### config.mk
export PLATFORM = sky130hd
export DESIGN_NAME = mm_job_sched
export DESIGN_NICKNAME = d
export VERILOG_FILES = /design/src/rtl/mm_job_sched.sv
export SDC_FILE = /design/constraint.sdc
export NUM_CORES = 1
export LEC_CHECK = 0
export ABC_AREA = 0
export CAP_MARGIN = 20
export CORE_AREA = 2 2 84 86
export DETAILED_ROUTE_END_ITERATION = 16
export DIE_AREA = 0 0 86 88
export GPL_TIMING_DRIVEN = 0
export PLACE_DENSITY = 0.84
export SLEW_MARGIN = 10
export SYNTH_ARGS = -nofsm -noshare
export SYNTH_HDL_FRONTEND = slang
export SYNTH_SLANG_ARGS = --single-unit
### constraint.sdc
create_clock -name aclk -period 3.3 [get_ports aclk]
set_input_delay 0.495 -clock aclk [delete_from_list [all_inputs] [get_ports aclk]]
set_output_delay 0.495 -clock aclk [all_outputs]
set_load 0.05 [all_outputs]
### src/rtl/mm_job_sched.sv
// mm_job_sched
// Round-robin job scheduler that shares one front-end-controlled accelerator
// between NCH requesters. A winner is picked among pending requests. Its beat
// count is latched, and the scheduler then drives start/done into the front end.
// It counts the front end's en/wr strobes to detect when the job has fully
// drained, and acknowledges (or aborts) the job.
//
// Ports:
//   aclk      in   clock, rising edge
//   aresetn   in   asynchronous active-low reset
//   req       in   [NCH]     level request per channel, held until ack
//   len       in   [NCH*LW]  job length per channel, sampled at grant
//   ack       out  [NCH]     one-cycle completion pulse to the granted channel
//   abort     out            one-cycle pulse when a running job is dropped
//   busy      out            high whenever not idle
//   grant_id  out  [IW]      index of the granted channel, held while idle
//   sel       out  [NCH]     one-hot FIFO mux select, nonzero only while running
//   fe_start  out            front end start
//   fe_done   out            front end done
//   fe_en     in             front end consumed one beat
//   fe_wr     in             front end wrote one result
module mm_job_sched #(
    parameter  int NCH = 4,
    parameter  int LW  = 16,
    localparam int IW  = $clog2(NCH)
) (
    input  logic              aclk,
    input  logic              aresetn,
    input  logic [NCH-1:0]    req,
    input  logic [NCH*LW-1:0] len,
    output logic [NCH-1:0]    ack,
    output logic              abort,
    output logic              busy,
    output logic [IW-1:0]     grant_id,
    output logic [NCH-1:0]    sel,
    output logic              fe_start,
    output logic              fe_done,
    input  logic              fe_en,
    input  logic              fe_wr
);

    typedef enum logic [1:0] {
        ST_IDLE    = 2'd0,
        ST_RUN     = 2'd1,
        ST_RELEASE = 2'd2,
        ST_DROP    = 2'd3
    } state_t;

    state_t          state_q,  state_d;
    logic [IW-1:0]   rr_ptr_q, rr_ptr_d;
    logic [IW-1:0]   grant_q,  grant_d;
    logic [LW-1:0]   len_q,    len_d;
    logic [LW-1:0]   en_cnt_q, en_cnt_d;
    logic [LW-1:0]   wr_cnt_q, wr_cnt_d;

    logic [IW-1:0]   pick;
    logic [LW-1:0]   pick_len;

    // First requesting channel at or after ptr, searching upward with wrap.
    // The loop runs from the farthest offset down so the nearest one wins.
    function automatic logic [IW-1:0] rr_pick(input logic [NCH-1:0] r,
                                              input logic [IW-1:0]  ptr);
        logic [IW-1:0] win;
        int            idx;
        win = ptr;
        for (int k = NCH - 1; k >= 0; k--) begin
            idx = int'(ptr) + k;
            if (idx >= NCH) idx = idx - NCH;
            if (r[idx[IW-1:0]]) win = idx[IW-1:0];
        end
        return win;
    endfunction

    function automatic logic [IW-1:0] next_ptr(input logic [IW-1:0] g);
        return (g == IW'(NCH - 1)) ? '0 : g + IW'(1);
    endfunction

    always_ff @(posedge aclk or negedge aresetn) begin
        if (!aresetn) begin
            state_q  <= ST_IDLE;
            rr_ptr_q <= '0;
            grant_q  <= '0;
            en_cnt_q <= '0;
            wr_cnt_q <= '0;
        end else begin
            state_q  <= state_d;
            rr_ptr_q <= rr_ptr_d;
            grant_q  <= grant_d;
            en_cnt_q <= en_cnt_d;
            wr_cnt_q <= wr_cnt_d;
        end
    end

    // The latched length is only consulted while running, after a grant has
    // loaded it, so it needs no reset.
    always_ff @(posedge aclk) begin
        len_q <= len_d;
    end

    always_comb begin
        state_d  = state_q;
        rr_ptr_d = rr_ptr_q;
        grant_d  = grant_q;
        len_d    = len_q;
        en_cnt_d = en_cnt_q;
        wr_cnt_d = wr_cnt_q;

        pick     = rr_pick(req, rr_ptr_q);
        pick_len = '0;
        for (int i = 0; i < NCH; i++) begin
            if (pick == IW'(i)) pick_len = len[i*LW +: LW];
        end

        ack      = '0;
        abort    = 1'b0;
        busy     = (state_q != ST_IDLE);
        grant_id = grant_q;
        sel      = '0;
        fe_start = 1'b0;
        fe_done  = 1'b0;

        case (state_q)
            ST_IDLE: begin
                if (|req) begin
                    grant_d  = pick;
                    len_d    = pick_len;
                    en_cnt_d = '0;
                    wr_cnt_d = '0;
                    // A zero-length job skips the front end entirely.
                    state_d  = (pick_len != '0) ? ST_RUN : ST_RELEASE;
                end
            end
            ST_RUN: begin
                fe_start = 1'b1;
                sel      = NCH'(1) << grant_q;
                fe_done  = (en_cnt_q == len_q);
                if (fe_en && (en_cnt_q != len_q)) en_cnt_d = en_cnt_q + LW'(1);
                if (fe_wr && (wr_cnt_q != len_q)) wr_cnt_d = wr_cnt_q + LW'(1);
                // A dropped request wins over a job that completes this cycle.
                if (!req[grant_q]) begin
                    state_d = ST_DROP;
                end else if (wr_cnt_q == len_q) begin
                    state_d = ST_RELEASE;
                end
            end
            ST_RELEASE: begin
                fe_done  = 1'b1;
                ack      = NCH'(1) << grant_q;
                rr_ptr_d = next_ptr(grant_q);
                state_d  = ST_IDLE;
            end
            ST_DROP: begin
                abort    = 1'b1;
                rr_ptr_d = next_ptr(grant_q);
                state_d  = ST_IDLE;
            end
            default: begin
                state_d = ST_IDLE;
            end
        endcase
    end

endmodule
Word-level counts from Yosys, hierarchy flattened --
Cells that the tools add are included.
Word-level totals: bits in registers 54, output and inout bits 14
Cells by class: add/sub/neg operators 10, magnitude comparators 9, equal/unequal tests 15, shift operators 1, mux-type cells 38, reductions and logical operators 13
Operator list (number):
- $mux 16 | 7
- $pmux 16 s2 | 2
- $add 16x1->16 const B | 2
- $eq 16x16->1 | 2
- $ne 16x16->1 | 2
- $mux 2 | 13
- $reduce_bool 16->1 | 1
- $lt 2x3->1 const B | 5
- $bmux 1 s2 | 5
- $eq 2x2->1 const B | 5
- $ge 3x3->1 const B | 3
- $mux 4 | 2
- $sub 2x1->2 const B | 4
- $mux 1 | 7
- $add 2x2->3 const B | 2
- $ne 2x2->1 const B | 3
- $pmux 2 s3 | 1
- $reduce_and 3->1 | 2
- $eq 2x1->1 const B | 2
- $logic_not 2->1 | 2
- $reduce_and 2->1 | 2
- $reduce_bool 2->1 | 2
- $reduce_or 4->1 | 1
- $shl 1x2->4 const A | 1
- 7 further kinds | 8

Logic depth before layout (Yosys ltp) --
Gate-level depths: netlist of run 1.
depth in word-level cells 18, depth in mapped cells 10, gate-level depth less buffers 9

Worst setup path before layout of run 1 --
OpenSTA, ideal clock, no wires.
kind reg-to-reg, start reg state_q[1], end reg wr_cnt_q[15], library setup time 0.132 ns, arrival time 2.231 ns, required time 3.168 ns, path slack 0.937 ns, stages on the path, launching flop included 10, buffers on the path 1, clock period less this slack 2.363 ns, path through dfrtp_1 inv_1 ha_1 o21ai_0 a21oi_1 and4_1 clkbuf_1 nand4_1 xor2_1 nor2_1
On the way: word-level cells in the longest chain between the ends 3, elaborated cells on any way between the ends 7
Ends and longest elaborated chain:
- start: declaration | RTL line 49 | state_t state_q, state_d;
- start signal: assignment | RTL line 86 | state_q <= state_d;
- $eq 2x1->1 or $logic_not 2->1 (tied branches) | RTL line 122 | case (state_q)
- $ne 2x2->1 (no line) or $reduce_bool 2->1 (tied branches)
- $reduce_and 3->1 (no line)
- end signal: assignment | RTL line 90 | wr_cnt_q <= wr_cnt_d;
- end: declaration | RTL line 54 | logic [LW-1:0] wr_cnt_q, wr_cnt_d;
Several ways; a longest one is shown, not always the timed one. A chain may end at the register's enable or synchronous reset.

Final worst setup path of run 1 --
start reg len_q[2], end out fe_done
On the way: word-level cells in the longest chain between the ends 2
Ends and longest elaborated chain:
- start: declaration | RTL line 52 | logic [LW-1:0] len_q, len_d;
- start signal: assignment | RTL line 97 | len_q <= len_d;
- $eq 16x16->1 | RTL line 136 | fe_done = (en_cnt_q == len_q);
- $pmux 1 s2 | RTL line 122
- end: declaration | RTL line 37 | output logic fe_done,
Every way passes these cells.

==> results by group, run 1 <==
Clock tree
  • Htree depth: 2
  • Clock Path Buffers: 2
  • CTS root buf: clkbuf_8
  • Cts hold-fix bufs: 1
  • Worst skew pair latency: 0.32 ns
  • Setup Buffers After CTS: 0
  • TritonCTS Buffers: 5
  • Post-CTS sizing: 0
  • CTS sink count: 54
  • CTS tree: done
  • Clock-pin transition on the worst setup and hold timing paths: 0.10 ns

Layout
  • Area growth syn-to-layout: 30.7%
  • N_diodes: 0
  • Commonest non-fill, non-tap cell in the layout: clkdlybuf4s50_1
  • Commonest cells after routing, fill and taps aside: 84 x clkdlybuf4s50_1, 48 x mux2i_1, 38 x dfrtp_1
  • Total Nets Final: 523
  • Layout cells sized above 1: 4.99%
  • Fin area: 0.00456 sq mm
  • Final non-filler cell total: 521

Worst setup path
  • WS Path Type: reg -> out
  • FF-to-FF Start: rr_ptr_q[1]
  • Worst Path Required: 2.80 ns
  • CP arrival: 2.60 ns
  • Worst r2r path cells: 9
  • CP Capture Type: primary output
  • R2r setup slk: 0.49 ns
  • Crit-path max cell delay: 0.79 ns
  • Slowest CP cell: clkdlybuf4s50_1
  • Crit-path cells: xor2_1, nor4_1, nand4_1, nor2_1, o21a_1, clkdlybuf4s50_1
  • Critical R2R Capture: state_q[0]
  • Setup crit start: len_q[2]
  • Critical-path maximum fanout: 2
  • Crit path launch type: flip-flop

Timing
  • Post-route clock skew: 0.00748 ns
  • Pins Over Slew Limit: 0
  • Unrepaired setup endpoints after global routing: false
  • Final hold vios: 0
  • Final min period: 3.10 ns
  • Period utilization: 93.9%
  • Max transition margin: 44.0%
  • Max Freq: 0.323 GHz
  • Final setup fails: 0
  • Worst slew pin tran: 0.836 ns

Die
  • Die width: 86 microns
  • # rows: 30
  • Ports: 86
  • Starting Density: 52.6%
  • Core area: 0.00664 sq mm
  • Die height: 88 microns
  • Die Area: 0.00757 sq mm

Status
  • Outcome: complete, no violations

Power and ir drop
  • Peak supply drop: 0.000351 V
  • Pwr per Cell Area: 679 mW/mm^2
  • Leak Pwr: 1.95 nW

Place
  • Placed cell areas: 0.00446 sq mm
  • PortBufs: 85
  • Cell count after placement: 512
  • HPWL Detailed: 6.66 mm
  • Final Wtd Congestion: 0.921

Flow run
  • Max-Cap Viols: 0

Routing
  • 1st-pass router iterations: 4
  • Drt wl/cell: 15.8 microns
  • Vias per cell: 5.53
  • DRC viols: 0
  • Routed vias: 2,879
  • Routed WL: 8.22 mm
  • Iteration-0 DRC Markers: 146
  • Antenna-violating nets left: 0

Yosys
  • Async SR Flop Fraction: 70.4%
  • Cell area after synthesis: 0.00349 sq mm
  • Top cell type by total area after synthesis: dfrtp_1
  • Dominant synthesized flop cell: dfrtp_1
  • Mean Syn Cell Area: 10.1 sq um
  • Post-synth cell types: 40
  • Sequential fraction of the synthesis area: 41.0%
  • Number of synthesized flops with an enable pin: 16
  • Post-synth top area share: 27.2%
  • Yosys reg bits: 54
  • Syn_nets: 429
  • Top post-synthesis cells by area: dfrtp_1 27%, mux2i_1 14%, edfxtp_1 14%
  • Cells after Synth: 346
  • YS warnings: 0

Global routing
  • Met2 usage: 39.8%
  • Largest net degree at the start of global routing: 38
  • Total grt overflow: 0
  • All-Layer GR Usage: 22.6%
  • M3 GR Usage: 3.20%
  • GRT met1 Usage: 28.2%
  • First-pass GRT wire length: 13.4 mm
  • Vias in the first global route: 2,961
  • Initial antenna violation count: 0
  • Layer with the highest usage: met2

Worst hold path
  • Worst hold-check path type: in -> async
## power by group
part | switching [mW] | total (mW) | internal [mW]
Sequential | 0.197 | 1.11 | 0.911
Combinational | 0.911 | 1.60 | 0.684
Clock | 0.239 | 0.397 | 0.158
Total | 1.35 | 3.10 | 1.75
## worst max-delay path: cells and delay by family (launching register included)
| kind | cells | cell delay (ns) |
|---|---|---|
| buf+inv | 1 | 0.79 |
| compound gates | 1 | 0.12 |
| flops | 1 | 0.45 |
| simple gates | 3 | 0.74 |
| xor+xnor | 1 | 0.19 |
## final cells by class
type                    count  area, sq um
plain buffers               9         53.8
clock buffers               5         68.8
clock inverters             3         26.3
fillers                   502         2080
inverters                  16         60.1
multi-input cells         267         1950
flip-flops and latches     54         1430
well taps                  80          100
repair buffers             87          876
## kinds of logic (layout without fill, tap and decap cells)
| logic type | after synthesis | count (layout) | share of synthesized area (%) |
|---|---|---|---|
| adders and majority gates | 11 | 11 | 3.94 |
| AOI/OAI and AO/OA | 34 | 34 | 6.05 |
| muxes | 52 | 52 | 15.4 |
| buffers and inverters | 25 | 120 | 3.26 |
| and+or+nand+nor | 116 | 116 | 16.9 |
| xor gates and xnor gates | 54 | 54 | 13.5 |
| DFF | 54 | 54 | 41.0 |
## through the flow
stage	setup TNS, ns	utilization (%)	power (mW)	setup slack [ns]	hold slack (ns)
finish	0	68.7	3.10	0.202	0.499
global route	0	68.7	3.28	0.0218	0.494
floorplan	0	-	2.22	0.937	0.199
detailed placement	-0.211	67.1	2.72	-0.144	0.300
global placement	-0.0566	66.9	2.66	-0.0566	0.550
CTS	0	68.7	3.12	0.192	0.486
## worst max-delay path by stage
stage | cells after the start | end | slack, ns
after floorplan | 9 | wr_cnt_q[15] | 0.94
after global placement | 10 | state_q[0] | -0.06
after detailed placement | 10 | state_q[0] | -0.14
after CTS | 10 | state_q[0] | 0.19
after global routing | 10 | state_q[0] | 0.02
final | 6 | fe_done | 0.20
## metal layers
metal,routed length (microns),share of wire [%]
met2,4150,50
met1,3420,42
met3,485,5.9
met5,0,0
met4,168,2.0
## flip-flops by register name, indices dropped and copies added, names as in the netlist
| register | flops |
|---|---|
| en_cnt_q | 16 |
| grant_id | 2 |
| len_q | 16 |
| rr_ptr_q | 2 |
| state_q | 2 |
| wr_cnt_q | 16 |
## cells in the mapped netlist (3+ instances only)
library cell,instances
mux2_2,3
and3_1,3
xor2_1,29
o21ai_0,15
nor4_1,8
or3_1,6
mux2i_1,48
nor2_1,31
a21oi_1,8
xnor2_1,25
nand4_1,10
ha_1,11
nand2b_1,4
dfrtp_1,38
nor2b_1,6
edfxtp_1,16
nor3_1,5
clkbuf_1,5
and2_1,8
nand3_1,13
nand2_1,17
inv_1,16
Power figures use the tool's default switching activity.
==> run 2: changes to the inputs <==
--- a/config.mk
+++ b/config.mk
@@ -7,11 +7,12 @@
 export LEC_CHECK = 0
 export ABC_AREA = 0
 export CAP_MARGIN = 20
-export CORE_AREA = 2 2 84 86
+export CORE_AREA = 2 2 81 83
 export DETAILED_ROUTE_END_ITERATION = 16
-export DIE_AREA = 0 0 86 88
+export DIE_AREA = 0 0 83 85
+export DONT_BUFFER_PORTS = 1
 export GPL_TIMING_DRIVEN = 0
-export PLACE_DENSITY = 0.84
+export PLACE_DENSITY = 0.72
 export SLEW_MARGIN = 10
 export SYNTH_ARGS = -nofsm -noshare
 export SYNTH_HDL_FRONTEND = slang
==> results by group, run 2 (same netlist as run 1, synthesis figures left out) <==
Clock tree
  • TritonCTS Buffers: 5
  • Worst skew pair latency: 0.31 ns
  • CTS tree: done
  • CTS sink count: 54
  • Clock-pin transition on the worst setup and hold timing paths: 0.10 ns
  • CTS root buf: clkbuf_8
  • Htree depth: 2
  • Clock Path Buffers: 2

Place
  • Cell count after placement: 423
  • PortBufs: 0
  • HPWL Detailed: 5.74 mm
  • Final Wtd Congestion: 0.850

Worst setup path
  • R2r setup slk: 0.50 ns
  • Critical-path maximum fanout: 10
  • Top Family by Delay on Critical Path: adder cells
  • CP arrival: 2.39 ns
  • Worst Path Required: 2.80 ns
  • Slowest CP cell: ha_1
  • WS Path Type: reg -> out
  • Crit path launch type: flip-flop
  • Crit-path cells: inv_1, ha_1, clkbuf_1, and2_1
  • Buffers plus inverters on the worst setup path: 2
  • Crit-path max cell delay: 0.62 ns
  • CP Capture Type: primary output

Routing
  • Vias per cell: 5.76
  • Drt wl/cell: 16.7 microns
  • Routed WL: 7.20 mm
  • Routed vias: 2,488
  • 1st-pass router iterations: 4
  • Antenna-violating nets left: 0
  • Top Layer Used: met4
  • DRC viols: 0
  • M1 WL: 3.13 mm
  • Wire length on met3: 333 microns
  • Iteration-0 DRC Markers: 78
  • Met2 WL: 3.63 mm

Global routing
  • Largest net degree at the start of global routing: 39
  • Initial antenna violation count: 0
  • Vias in the first global route: 2,551
  • All-Layer GR Usage: 21.5%
  • Total grt overflow: 0
  • First-pass GRT wire length: 12.1 mm

Layout
  • Total Nets Final: 437
  • Commonest cells after routing, fill and taps aside: 48 x mux2i_1, 38 x dfrtp_1, 31 x nor2_1
  • N_diodes: 0
  • Final non-filler cell total: 432
  • # fillers: 528
  • Area growth syn-to-layout: 6.70%
  • Biggest regs: en_cnt_q: 16 flops, len_q: 16 flops, wr_cnt_q: 16 flops
  • Layout cells sized above 1: 5.92%
  • Commonest non-fill, non-tap cell in the layout: mux2i_1

Die
  • # rows: 29
  • Starting Density: 56.3%
  • Core area: 0.00620 sq mm
  • Die Area: 0.00706 sq mm
  • Die width: 83 microns
  • Die height: 85 microns
  • Ports: 86

Timing
  • Max transition margin: 47.6%
  • Post-route clock skew: 0.0109 ns
  • Unrepaired setup endpoints after global routing: false
  • Worst slew pin tran: 0.783 ns
  • Final setup fails: 0
  • Final hold vios: 0
  • Max Freq: 0.346 GHz
  • Final min period: 2.89 ns
  • Period utilization: 87.6%
  • TNS Setup: 0 ns
  • Pins Over Slew Limit: 0

Power and ir drop
  • Pwr per Cell Area: 791 mW/mm^2
  • Leak Pwr: 1.62 nW
  • Peak supply drop: 0.000556 V

Flow run
  • Max-Cap Viols: 0

Status
  • Outcome: complete, no violations

Worst hold path
  • Worst hold-check path type: in -> async
## run 2: cell count changes in the layout (fill, tap and decap cells not counted), sizes merged
cell           previous run  this run
clkdlybuf4s50            84         0
dlygate4sd3               1         0
bufinv                    0         1
clkinvlp                  0         1
inv                      19        17
buf                       6         5
## run 2: per-stage QoR
step                power [mW]  utilization (%)  instance area [sq um]  hold WS (ns)  setup slack [ns]
CTS                       2.97             60.1                   3730       0.00685             0.410
floorplan                 2.22                -                   3490         0.199             0.937
global placement          2.46             57.9                   3590         0.201             0.446
finish                    2.95             60.1                   3730       0.00733             0.411
global route              3.15             60.1                   3730       0.00619             0.156
detailed placement        2.50             57.9                   3590         0.200             0.424
## run 2: timing repair
action / 4_1_cts / 5_1_grt
hold buffers: 1 / 0
hold endpoints to repair: 38 / 0
resized for setup: 0 / 0
buffers inserted: 0 / 0
## run 2: layer usage
| layer | vias to the layer above | global-route usage (%) |
|---|---|---|
| met1 | 1171 | 27.7 |
| met5 | - | 0 |
| met3 | 8 | 3.02 |
| li1 | 1222 | - |
| met4 | 0 | 6.41 |
| met2 | 87 | 38.0 |
## run 2: final cells by class
class | instances | area [sq um] | area share [%]
multi-input cells | 267 | 1950 | 52.3
flip-flops and latches | 54 | 1430 | 38.4
well taps | 77 | 96.3 | 2.58
clock buffers | 5 | 68.8 | 1.85
inverters | 16 | 60.1 | 1.61
plain buffers | 9 | 53.8 | 1.44
clock inverters | 3 | 48.8 | 1.31
repair buffers | 1 | 20.0 | 0.537
## run 2: power breakdown
part | internal (mW) | switching (mW)
sequential | 0.910 | 0.235
clock | 0.231 | 0.230
combinational | 0.522 | 0.821
total | 1.66 | 1.29
## run 2: worst paths after layout
kind | startpoint | to | cells after the start
hold / removal | aresetn | wr_cnt_q[2] | 1
max in group asynchronous | aresetn | en_cnt_q[2] | 1
hold reg to reg | en_cnt_q[15] | en_cnt_q[15] | 2
min in group aclk | len[25] | len_q[9] | 2
setup / recovery | state_q[1] | sel[3] | 4
setup reg to reg | rr_ptr_q[1] | state_q[0] | 9
==> run 3: changes to the inputs <==
--- a/config.mk
+++ b/config.mk
@@ -12,7 +12,8 @@
 export DIE_AREA = 0 0 83 85
 export DONT_BUFFER_PORTS = 1
 export GPL_TIMING_DRIVEN = 0
-export PLACE_DENSITY = 0.72
+export PLACE_DENSITY = 0.83
+export SETUP_SLACK_MARGIN = 0.4
 export SLEW_MARGIN = 10
 export SYNTH_ARGS = -nofsm -noshare
 export SYNTH_HDL_FRONTEND = slang
==> results by group, run 3 (same netlist as run 1, synthesis figures left out) <==
Worst setup path
  • FF-to-FF Start: state_q[1]
  • R2r setup slk: 0.62 ns
  • Worst r2r path cells: 7
  • WS Path Type: reg -> out
  • Critical-path maximum fanout: 10
  • CP Capture Type: primary output
  • Crit path launch type: flip-flop
  • CP arrival: 2.19 ns
  • Worst Path Required: 2.80 ns
  • Critical R2R Capture: en_cnt_q[13]

Timing
  • Max Freq: 0.372 GHz
  • Worst slew pin tran: 0.831 ns
  • Period utilization: 81.4%
  • Pins Over Slew Limit: 0
  • Final setup fails: 0
  • Post-route clock skew: 0.00904 ns
  • Hold WS: -0.00415 ns
  • TNS Setup: 0 ns
  • Max transition margin: 44.4%
  • Final min period: 2.68 ns
  • Unrepaired setup endpoints after global routing: false
  • Final hold vios: 4

Routing
  • DRC viols: 0
  • Iteration-0 DRC Markers: 110
  • Routed WL: 7.56 mm
  • Routed vias: 2,570
  • 1st-pass router iterations: 4
  • Antenna-violating nets left: 0
  • Drt wl/cell: 17.5 microns
  • Vias per cell: 5.95

Layout
  • Commonest non-fill, non-tap cell in the layout: mux2i_1
  • Multi-input logic area: 0.00196 sq mm
  • Commonest cells after routing, fill and taps aside: 48 x mux2i_1, 38 x dfrtp_1, 31 x nor2_1
  • N_diodes: 0
  • FF+latch area: 0.00143 sq mm
  • Biggest regs: en_cnt_q: 16 flops, len_q: 16 flops, wr_cnt_q: 16 flops
  • # fillers: 516
  • Total Nets Final: 437
  • Area growth syn-to-layout: 6.48%
  • Layout cells sized above 1: 6.48%
  • Final non-filler cell total: 432

Status
  • Outcome: finished, violations left
  • Failing checks: hold timing

Power and ir drop
  • Pwr per Cell Area: 784 mW/mm^2
  • Leak Pwr: 1.62 nW
  • Peak supply drop: 0.000517 V

Clock tree
  • CTS sink count: 54
  • CTS tree: done
  • Clock Path Buffers: 2
  • Setup Buffers After CTS: 0
  • TritonCTS Buffers: 5
  • CTS root buf: clkbuf_8
  • Worst skew pair latency: 0.32 ns
  • Htree depth: 2
  • Clock-pin transition on the worst setup and hold timing paths: 0.11 ns

Die
  • Die height: 85 microns
  • # rows: 29
  • Die Area: 0.00706 sq mm
  • Die width: 83 microns
  • Ports: 86
  • Core area: 0.00620 sq mm
  • Starting Density: 56.3%

Place
  • Cell count after placement: 423
  • PortBufs: 0
  • HPWL Detailed: 5.99 mm
  • Final Wtd Congestion: 0.846

Global routing
  • Largest net degree at the start of global routing: 39
  • Initial antenna violation count: 0
  • Total grt overflow: 0
  • First-pass GRT wire length: 12.2 mm
  • All-Layer GR Usage: 21.8%
  • Vias in the first global route: 2,573

Flow run
  • Max-Cap Viols: 0

Worst hold path
  • Worst hold-check path type: in -> async
## run 3: cell types whose count changed in the layout (fill, tap and decap cells not counted), sizes merged
cell,change
clkinv,+2
bufinv,-1
clkinvlp,-1
## run 3: timing repair
action / in CTS / in global routing
resized for setup: 0 / 3
endpoints found under the setup margin: 0 / 13
hold buffers: 1 / 0
hold endpoints to repair: 38 / 0
## run 3: cell type report
| class | count | area share, % |
|---|---|---|
| Multi-Input combinational cell | 267 | 52.7 |
| Sequential cell | 54 | 38.5 |
| Tap cell | 77 | 2.59 |
| Clock buffer | 5 | 1.85 |
| Inverter | 16 | 1.61 |
| Buffer | 9 | 1.45 |
| Clock inverter | 3 | 0.774 |
| Timing Repair Buffer | 1 | 0.538 |
## run 3: metal layers
layer | global-route usage [%] | routed length, microns
met1 | 26.1 | 3120
met4 | 8.05 | 163
met3 | 3.02 | 347
met5 | 0 | 0
met2 | 40.0 | 3930
## run 3: critical path, cell delays in order, from the launching register on
cell,delay (ns)
dfrtp_1,0.42
inv_1,0.14
ha_2,0.44
clkbuf_1,0.36
and2_1,0.52
## run 3: per-stage QoR
step                      worst slack, ns  utilization, %  hold WS, ns  power (mW)  instance area (sq um)
after floorplan                     0.937               -        0.199        2.22                   3490
after global placement              0.490            57.9        0.201        2.44                   3590
after detailed placement            0.386            57.9        0.201        2.50                   3590
after CTS                           0.409            59.7      0.00324        2.91                   3710
after global routing                0.426            60.0      0.00302        3.09                   3720
final                               0.615            60.0     -0.00415        2.92                   3720
## run 3: worst max-delay path by stage
stage	startpoint	endpoint	cells past startpoint
after global placement	req[1]	state_q[0]	9
final	state_q[1]	sel[3]	4
after global routing	state_q[0]	wr_cnt_q[15]	7
after floorplan	state_q[1]	wr_cnt_q[15]	9
after CTS	rr_ptr_q[1]	state_q[0]	9
after detailed placement	req[1]	state_q[0]	9
## run 3: report_power, final
group          total (mW)  switching [mW]  internal, mW  leakage [nW]
registers            1.15           0.243         0.910         0.671
clock network       0.400           0.243         0.158        0.0502
logic                1.36           0.834         0.529         0.896
total                2.92            1.32          1.60          1.62
